--- src/rtl/iic_sched_pkg.sv ---
// Shared types and constants for the IIC EEPROM request scheduler.
package iic_sched_pkg;

    typedef enum logic [2:0] {
        StIdle   = 3'd0,
        StIssue  = 3'd1,
        StWait   = 3'd2,
        StGap    = 3'd3,
        StTwr    = 3'd4,
        StReport = 3'd5
    } sched_state_e;

    localparam logic RW_WRITE = 1'b0;
    localparam logic RW_READ  = 1'b1;

endpackage

--- src/rtl/iic_sched_rr2.sv ---
// Two-input round-robin arbiter: combinational grant, pointer moves only on an accepted grant.
module iic_sched_rr2 (
    input  logic       clk,
    input  logic       rst,
    input  logic [1:0] req,
    input  logic       accept,
    output logic [1:0] gnt
);

    // ptr_q = 0: port 0 wins a tie; ptr_q = 1: port 1 wins a tie.
    logic ptr_q, ptr_d;

    always_comb begin
        gnt = req;
        if (req == 2'b11) begin
            gnt = ptr_q ? 2'b10 : 2'b01;
        end
        ptr_d = ptr_q;
        if (accept && (gnt != 2'b00)) begin
            ptr_d = gnt[0];
        end
    end

    always_ff @(posedge clk or posedge rst) begin
        if (rst) begin
            ptr_q <= 1'b0;
        end else begin
            ptr_q <= ptr_d;
        end
    end

endmodule

--- src/rtl/iic_eeprom_sched.sv ---
// Schedules write/read requests onto one IIC EEPROM byte engine with retry, timeout and tWR wait.
module iic_eeprom_sched
    import iic_sched_pkg::*;
#(
    parameter int unsigned ADDR_W      = 13,
    parameter int unsigned TWR_CYC     = 250000,
    parameter int unsigned GAP_CYC     = 5000,
    parameter int unsigned TIMEOUT_CYC = 1000000,
    parameter int unsigned MAX_RETRY   = 3
) (
    input  logic              clk,
    input  logic              rst,
    input  logic              wr_req,
    input  logic [ADDR_W-1:0] wr_addr,
    input  logic [7:0]        wr_data,
    output logic              wr_ack,
    output logic              wr_done,
    output logic              wr_err,
    input  logic              rd_req,
    input  logic [ADDR_W-1:0] rd_addr,
    output logic              rd_ack,
    output logic              rd_done,
    output logic              rd_err,
    output logic [7:0]        rd_data,
    output logic              eng_start,
    output logic              eng_rw,
    output logic [ADDR_W-1:0] eng_addr,
    output logic [7:0]        eng_wdata,
    input  logic              eng_done,
    input  logic              eng_nack,
    input  logic [7:0]        eng_rdata,
    output logic              busy
);

    localparam int unsigned CNT_MAX =
        (TWR_CYC > GAP_CYC) ? ((TWR_CYC > TIMEOUT_CYC) ? TWR_CYC : TIMEOUT_CYC)
                            : ((GAP_CYC > TIMEOUT_CYC) ? GAP_CYC : TIMEOUT_CYC);
    localparam int unsigned CNT_W = (CNT_MAX > 2) ? $clog2(CNT_MAX) : 1;
    localparam int unsigned ATT_W = (MAX_RETRY > 1) ? $clog2(MAX_RETRY + 1) : 1;

    sched_state_e      state_q, state_d;
    logic [CNT_W-1:0]  cnt_q, cnt_d, cnt_inc;
    logic [ATT_W-1:0]  att_q, att_d;
    logic              rw_q, rw_d;
    logic [ADDR_W-1:0] addr_q, addr_d;
    logic [7:0]        wdata_q, wdata_d;
    logic              err_q, err_d;
    logic [7:0]        rd_data_q, rd_data_d;
    // Blocks grants while reset is held and on the first cycle after release.
    logic              ready_q;
    logic              accept;
    logic [1:0]        gnt;
    logic              fail;

    assign accept = ready_q && (state_q == StIdle);

    iic_sched_rr2 u_rr2 (
        .clk    (clk),
        .rst    (rst),
        .req    ({rd_req, wr_req}),
        .accept (accept),
        .gnt    (gnt)
    );

    always_comb begin
        state_d   = state_q;
        cnt_d     = cnt_q;
        att_d     = att_q;
        rw_d      = rw_q;
        addr_d    = addr_q;
        wdata_d   = wdata_q;
        err_d     = err_q;
        rd_data_d = rd_data_q;
        wr_ack    = 1'b0;
        rd_ack    = 1'b0;
        eng_start = 1'b0;
        fail      = 1'b0;
        cnt_inc   = (&cnt_q) ? cnt_q : cnt_q + CNT_W'(1);

        unique case (state_q)
            StIdle: begin
                if (accept && gnt[0]) begin
                    wr_ack  = 1'b1;
                    rw_d    = RW_WRITE;
                    addr_d  = wr_addr;
                    wdata_d = wr_data;
                end else if (accept && gnt[1]) begin
                    rd_ack = 1'b1;
                    rw_d   = RW_READ;
                    addr_d = rd_addr;
                end
                if (accept && (gnt != 2'b00)) begin
                    att_d   = '0;
                    err_d   = 1'b0;
                    state_d = StIssue;
                end
            end
            StIssue: begin
                eng_start = 1'b1;
                cnt_d     = '0;
                state_d   = StWait;
            end
            StWait: begin
                // A done landing on the timeout cycle takes priority over the timeout.
                if (eng_done) begin
                    if (eng_nack) begin
                        fail = 1'b1;
                    end else if (rw_q == RW_WRITE) begin
                        cnt_d   = '0;
                        state_d = StTwr;
                    end else begin
                        rd_data_d = eng_rdata;
                        err_d     = 1'b0;
                        state_d   = StReport;
                    end
                end else if (cnt_q == CNT_W'(TIMEOUT_CYC - 1)) begin
                    fail = 1'b1;
                end else begin
                    cnt_d = cnt_inc;
                end
                if (fail) begin
                    if (att_q < ATT_W'(MAX_RETRY)) begin
                        att_d   = att_q + ATT_W'(1);
                        cnt_d   = '0;
                        state_d = StGap;
                    end else begin
                        err_d   = 1'b1;
                        state_d = StReport;
                    end
                end
            end
            StGap: begin
                if (cnt_q == CNT_W'(GAP_CYC - 1)) begin
                    state_d = StIssue;
                end else begin
                    cnt_d = cnt_inc;
                end
            end
            StTwr: begin
                if (cnt_q == CNT_W'(TWR_CYC - 1)) begin
                    err_d   = 1'b0;
                    state_d = StReport;
                end else begin
                    cnt_d = cnt_inc;
                end
            end
            StReport: begin
                state_d = StIdle;
            end
            default: begin
                state_d = StIdle;
            end
        endcase
    end

    assign wr_done   = (state_q == StReport) && (rw_q == RW_WRITE);
    assign rd_done   = (state_q == StReport) && (rw_q == RW_READ);
    assign wr_err    = wr_done && err_q;
    assign rd_err    = rd_done && err_q;
    assign rd_data   = rd_data_q;
    assign eng_rw    = rw_q;
    assign eng_addr  = addr_q;
    assign eng_wdata = wdata_q;
    assign busy      = (state_q != StIdle);

    always_ff @(posedge clk or posedge rst) begin
        if (rst) begin
            state_q   <= StIdle;
            cnt_q     <= '0;
            att_q     <= '0;
            rw_q      <= RW_WRITE;
            addr_q    <= '0;
            wdata_q   <= '0;
            err_q     <= 1'b0;
            rd_data_q <= '0;
            ready_q   <= 1'b0;
        end else begin
            state_q   <= state_d;
            cnt_q     <= cnt_d;
            att_q     <= att_d;
            rw_q      <= rw_d;
            addr_q    <= addr_d;
            wdata_q   <= wdata_d;
            err_q     <= err_d;
            rd_data_q <= rd_data_d;
            ready_q   <= 1'b1;
        end
    end

endmodule
--- config.mk ---
export PLATFORM = sky130hd
export DESIGN_NAME = iic_eeprom_sched
export DESIGN_NICKNAME = d
export VERILOG_FILES = /design/src/rtl/iic_sched_pkg.sv /design/src/rtl/iic_sched_rr2.sv /design/src/rtl/iic_eeprom_sched.sv
export SDC_FILE = /design/constraint.sdc
export NUM_CORES = 1
export LEC_CHECK = 0
export CAP_MARGIN = 10
export CORE_MARGIN = 1.5
export CORE_UTILIZATION = 30
export DETAILED_ROUTE_END_ITERATION = 8
export SLEW_MARGIN = 20
export SYNTH_ARGS = -nofsm -noshare
export SYNTH_HDL_FRONTEND = slang
export SYNTH_SLANG_ARGS = --single-unit
--- constraint.sdc ---
create_clock -name clk -period 2.9 [get_ports clk]
set_input_delay 0.87 -clock clk [delete_from_list [all_inputs] [get_ports clk]]
set_output_delay 0.87 -clock clk [all_outputs]
set_load 0.005 [all_outputs]
* Word-level counts from Yosys, hierarchy flattened
Index checks and enable logic that the tools add are counted.
Word-level totals: ROM bits 0, output and inout port bits 38, flip-flop bits (word level) 58, bits in writable memories 0, input port bits 48, latch bits 0, memories 0, logic and storage cells 103
Operators by class: multipliers 0, $add $sub $neg 2, divide/modulo/power cells 0, $lt $le $gt $ge 1, shift operators 0, reduce and logical (&&, ||, !) cells 23, equal/unequal tests 18, mux-type cells 47, bitwise operators 2
Operators by type and width (number):
- 2-to-1 mux 20 bit | 9
- one-hot mux 20 bit (4 select lines) | 1
- 2-to-1 mux 13 bit | 2
- 2-to-1 mux 3 bit | 7
- adder 20 x 1 -> 20 bit (second input constant) | 1
- == test 20 x 13 -> 1 bit (second input constant) | 1
- == test 20 x 18 -> 1 bit (second input constant) | 1
- == test 20 bit (second input constant) | 1
- 2-to-1 mux 1 bit | 20
- AND reduction 20 bit | 1
- one-hot mux 3 bit (5 select lines) | 1
- inequality test 2 bit (second input constant) | 6
- 2-to-1 mux 2 bit | 5
- logical AND 1 bit | 8
- AND reduction 4 bit | 2
- == test 3 x 2 -> 1 bit (second input constant) | 2
- == test 3 bit (second input constant) | 2
- inequality test 3 bit (second input constant) | 2
- AND reduction 3 bit | 2
- nonzero test 2 bit | 3
- nonzero test 3 bit | 2
- AND reduction 5 bit | 1
- one-hot mux 2 bit (2 select lines) | 1
- AND reduction 2 bit | 2
- 9 further kinds | 10

* Longest topological paths before layout
depth in word-level cells 7, mapped depth 9, gate-level depth less buffers 7

* By module
Synthesis repeated with hierarchy kept, for this count alone.
Unflattened totals: cells, all modules 379, area, all modules 3464.6 µm²
By module, submodules not included:
- iic_eeprom_sched | area an instance 3405.8 µm², instances 1, cells an instance 372, sequential area each 1426.4 µm²
- iic_sched_rr2 | area an instance 58.8 µm², instances 1, cells an instance 7, sequential area each 25.0 µm²

* Least setup slack after synthesis
No wires, ideal clock.
path kind reg-to-output, start point register state_q[1], end point output wr_ack, arrival time 1.530 ns, slack 0.500 ns, required time 2.030 ns, stages on the path, launching flop included 5, buffers on the path 1, cells stage by stage dfrtp_1 > buf_2 > nor4b_1 > nand3_1 > clkinv_1
On the way: longest elaborated chain between the ends 5
Ends and longest elaborated chain:
- start: declaration | line iic_eeprom_sched.sv:41 | sched_state_e state_q, state_d;
- start signal: assignment | line iic_eeprom_sched.sv:168 | state_q <= StIdle;
- start signal: assignment | line iic_eeprom_sched.sv:178 | state_q <= state_d;
- zero test 3 bit (*) | line iic_eeprom_sched.sv:55, iic_eeprom_sched.sv:80
- logical AND 1 bit | line iic_eeprom_sched.sv:55 | assign accept = ready_q && (state_q == StIdle);
- logical AND 1 bit | line iic_eeprom_sched.sv:82 | if (accept && gnt[0]) begin
- 2-to-1 mux 1 bit | line iic_eeprom_sched.sv:82
- 2-to-1 mux 1 bit (*) | line iic_eeprom_sched.sv:80 | unique case (state_q)
- end: declaration | line iic_eeprom_sched.sv:16 | output logic wr_ack,
Every way passes the cells marked *; elsewhere a longest branch is shown, timed or not.

* Worst setup path after layout
start point register state_q[0], end point output rd_err
On the way: longest elaborated chain between the ends 3
Ends and longest elaborated chain:
- == test 3 bit | line iic_eeprom_sched.sv:157 | assign rd_done = (state_q == StReport) && (rw_q == RW_READ);
- logical AND 1 bit | line iic_eeprom_sched.sv:157
- logical AND 1 bit | line iic_eeprom_sched.sv:159 | assign rd_err = rd_done && err_q;
- end: declaration | line iic_eeprom_sched.sv:23 | output logic rd_err,
Every way passes these cells.

==> metrics.txt <==
Cells after Synth=423; largest area contributor in the netlist=dfrtp_1; slowest CP cell=clkdlybuf4s50_1; Largest stage delay, worst path=0.49 ns; nets@finish=570; CTS sink count=58; Fin. Hold Viols=0; share of layout cells above drive strength 1=0.124; Clock Latency Late Sink=0.32 ns; pin count of the biggest net entering global routing=31; Max FO, Critical Path=9; Clock Skew=0.0105 ns; main flop type after synthesis=dfrtp_1; synthesis-to-finish area growth=39.3%; Final period util=0.961; gr usage total=0.170; via count=3,599; Overflow after GRT=0; post-synthesis sequential area ratio=0.409; die height=112 um; P_leak=2.11 nW; Crit path depth=6; IO Pins=86; Sum Neg Setup Slack=0 ns; largest buffer count on any clock path=2; die footprint=12,500 um^2; gpl congestion=0.905; post-synth top area share=0.409; Port Buf Inserts=85; Tightest Pin Transition=0.695 ns; Mean Syn Cell Area=8.40 um^2; Antenna diodes=0; Vias/cell=5.39; cts hold-fix bufs=0; syn_nets=473; warnings from Yosys=0; buffers and inverters on the worst path=3; min Tclk post-route=2.79 ns; Setup violations, final=0; Antenna Violating Nets Remaining=0; family with the most delay on the worst path=buffers and inverters; HPWL after DPL=7.93 mm; total CTS buffers=9; RSZ-0062 raised after global routing=no; VDD IR-drop max=0.264 mV; CTS tree=done; vias in the first global route=3,436; Max Clk Rate=359 MHz; per-cell routed wire length=15.9 um; Clock transition at path regs=0.06 ns; Yosys cell types=63; slew margin rel.=0.532; final core utilization=0.431; DRT Pass-1 Iters=5; post-synthesis register bit count=58; initial antenna violation count=0; Root Buffer=clkbuf_16; worst hold stages=2; Critical Path AT=1.92 ns; Critical Path Sink Type=output port; std cell rows=39; top cells by area, synth=dfrtp_1 (41%), nand2_1 (7.6%), o21ai_0 (6.2%), a21oi_1 (4.2%), mux2i_1 (4.2%); depth of the CTS H-tree=3; Netlist Area Pre-Place=3550 um^2; fin. max-slew vios=0; Initial DRC Count=197; status=completed; HP Class=reg -> reg; count leader, synth=nand2_1; Post-synth ARST share=1.00; PwrDens=382 nW/um^2; number of flops mapped to enable cells by yosys=0; Die X=112 um; DRC=0; first-pass GRT wire length=17.4 mm; WL final=10.6 mm; Post-synth top cells=nand2_1 (72), dfrtp_1 (58), o21ai_0 (44), a21oi_1 (30), nor2_1 (22); CP Data Required Time=2.03 ns; Initial Util=0.310; critical path, cell by cell=buf_4, inv_1, nor2_1, and3_1, and2_1, clkdlybuf4s50_1; kind of start point of the critical path=flop; WS Path Type=reg -> out; number of max-cap violations=0; Core Area=11,500 um^2; Worst R2R Path Depth=8
power breakdown:
part	internal, W	switching [W]	total, W	leakage [nW]
Clock	0.000579	0.000386	0.000965	0.129
Sequential	0.000811	0.000000132	0.000811	0.752
Combinational	0.0000713	0.0000451	0.000116	1.23
Total	0.00146	0.000431	0.00189	2.11
repair_timing:
item / in CTS / in global routing
resized for setup: 5 / 0
hold endpoints to repair: 0 / 0
setup endpoints to repair: 2 / 0
setup buffers: 1 / 0
layout make-up:
cell class / instances / area [um^2]
Clock buffer: 10 / 229
Clock inverter: 6 / 42.5
Fill cell: 1122 / 6520
Inverter: 17 / 63.8
Multi-Input combinational cell: 321 / 1910
Sequential cell: 58 / 1450
Tap cell: 143 / 179
Timing Repair Buffer: 113 / 1070
worst min-delay path: cells and delay by family, from the launching register on:
| family | cells | cell delay [ns] |
|---|---|---|
| flops | 1 | 0.34 |
| simple gates | 2 | 0.10 |
flip-flops by register name, summed over array words and instances, names as in the netlist, 2 cells and up:
| name | count |
|---|---|
| eng_wdata | 8 |
| state_q | 3 |
| eng_addr | 13 |
| att_q | 2 |
| cnt_q | 20 |
| rd_data | 8 |
logic make-up after synthesis:
group,count (synthesis),share of synthesized area
and+or+nand+nor,166,0.229
muxes,25,0.0740
adders and majority gates,2,0.00704
DFF,58,0.409
other,1,0.00106
xor gates and xnor gates,5,0.0123
buffers and inverters,44,0.0567
AOI/OAI and AO/OA,122,0.211
layout by cell type (no fill, tap or decap), types with 5 or more instances in the layout:
cell             count
a21oi_1             29
a31oi_1             11
buf_4               27
clkbuf_16            9
clkdlybuf4s50_1     82
dfrtp_1             58
inv_1               15
mux2_2              10
mux2i_1             15
nand2_1             72
nand3_1             12
nand4_1             10
nor2_1              22
nor2b_1              5
nor3_1               9
o21ai_0             43
or3_1                5
path summary, 6_finish.rpt:
kind / start / end / slack, ns
worst max register to register: cnt_q[0] / cnt_q[3] / 0.27
min in group asynchronous: rst / rd_data[3] / 0.97
worst min register to register: eng_wdata[2] / eng_wdata[2] / 0.47
max in group asynchronous: rst / eng_addr[10] / 1.32
worst min-delay path: eng_wdata[2] / eng_wdata[2] / 0.47
worst max-delay path: state_q[0] / rd_err / 0.11
through the flow:
stage	power, W	area, um^2	instances	hold slack (ns)	setup WS, ns
floorplan	0.000858	3550	423	0.466	0.500
CTS	0.00192	4950	668	0.478	0.0753
detailed placement	0.000943	4660	651	0.463	-0.175
global route	0.00196	4950	668	0.498	0.00759
finish	0.00189	4950	668	0.472	0.114
global placement	0.000943	4660	651	0.458	-0.143
routing by layer:
metal | track usage | share of wire | wire (um) | up-vias
met5 | 0 | 0 | 0 | -
met4 | 0.0549 | 0.017 | 178 | 0
met3 | 0.0397 | 0.069 | 736 | 18
met2 | 0.274 | 0.48 | 5080 | 137
met1 | 0.225 | 0.44 | 4640 | 1720
li1 | - | - | - | 1724
Note: power is estimated with default switching activity, not from simulation.
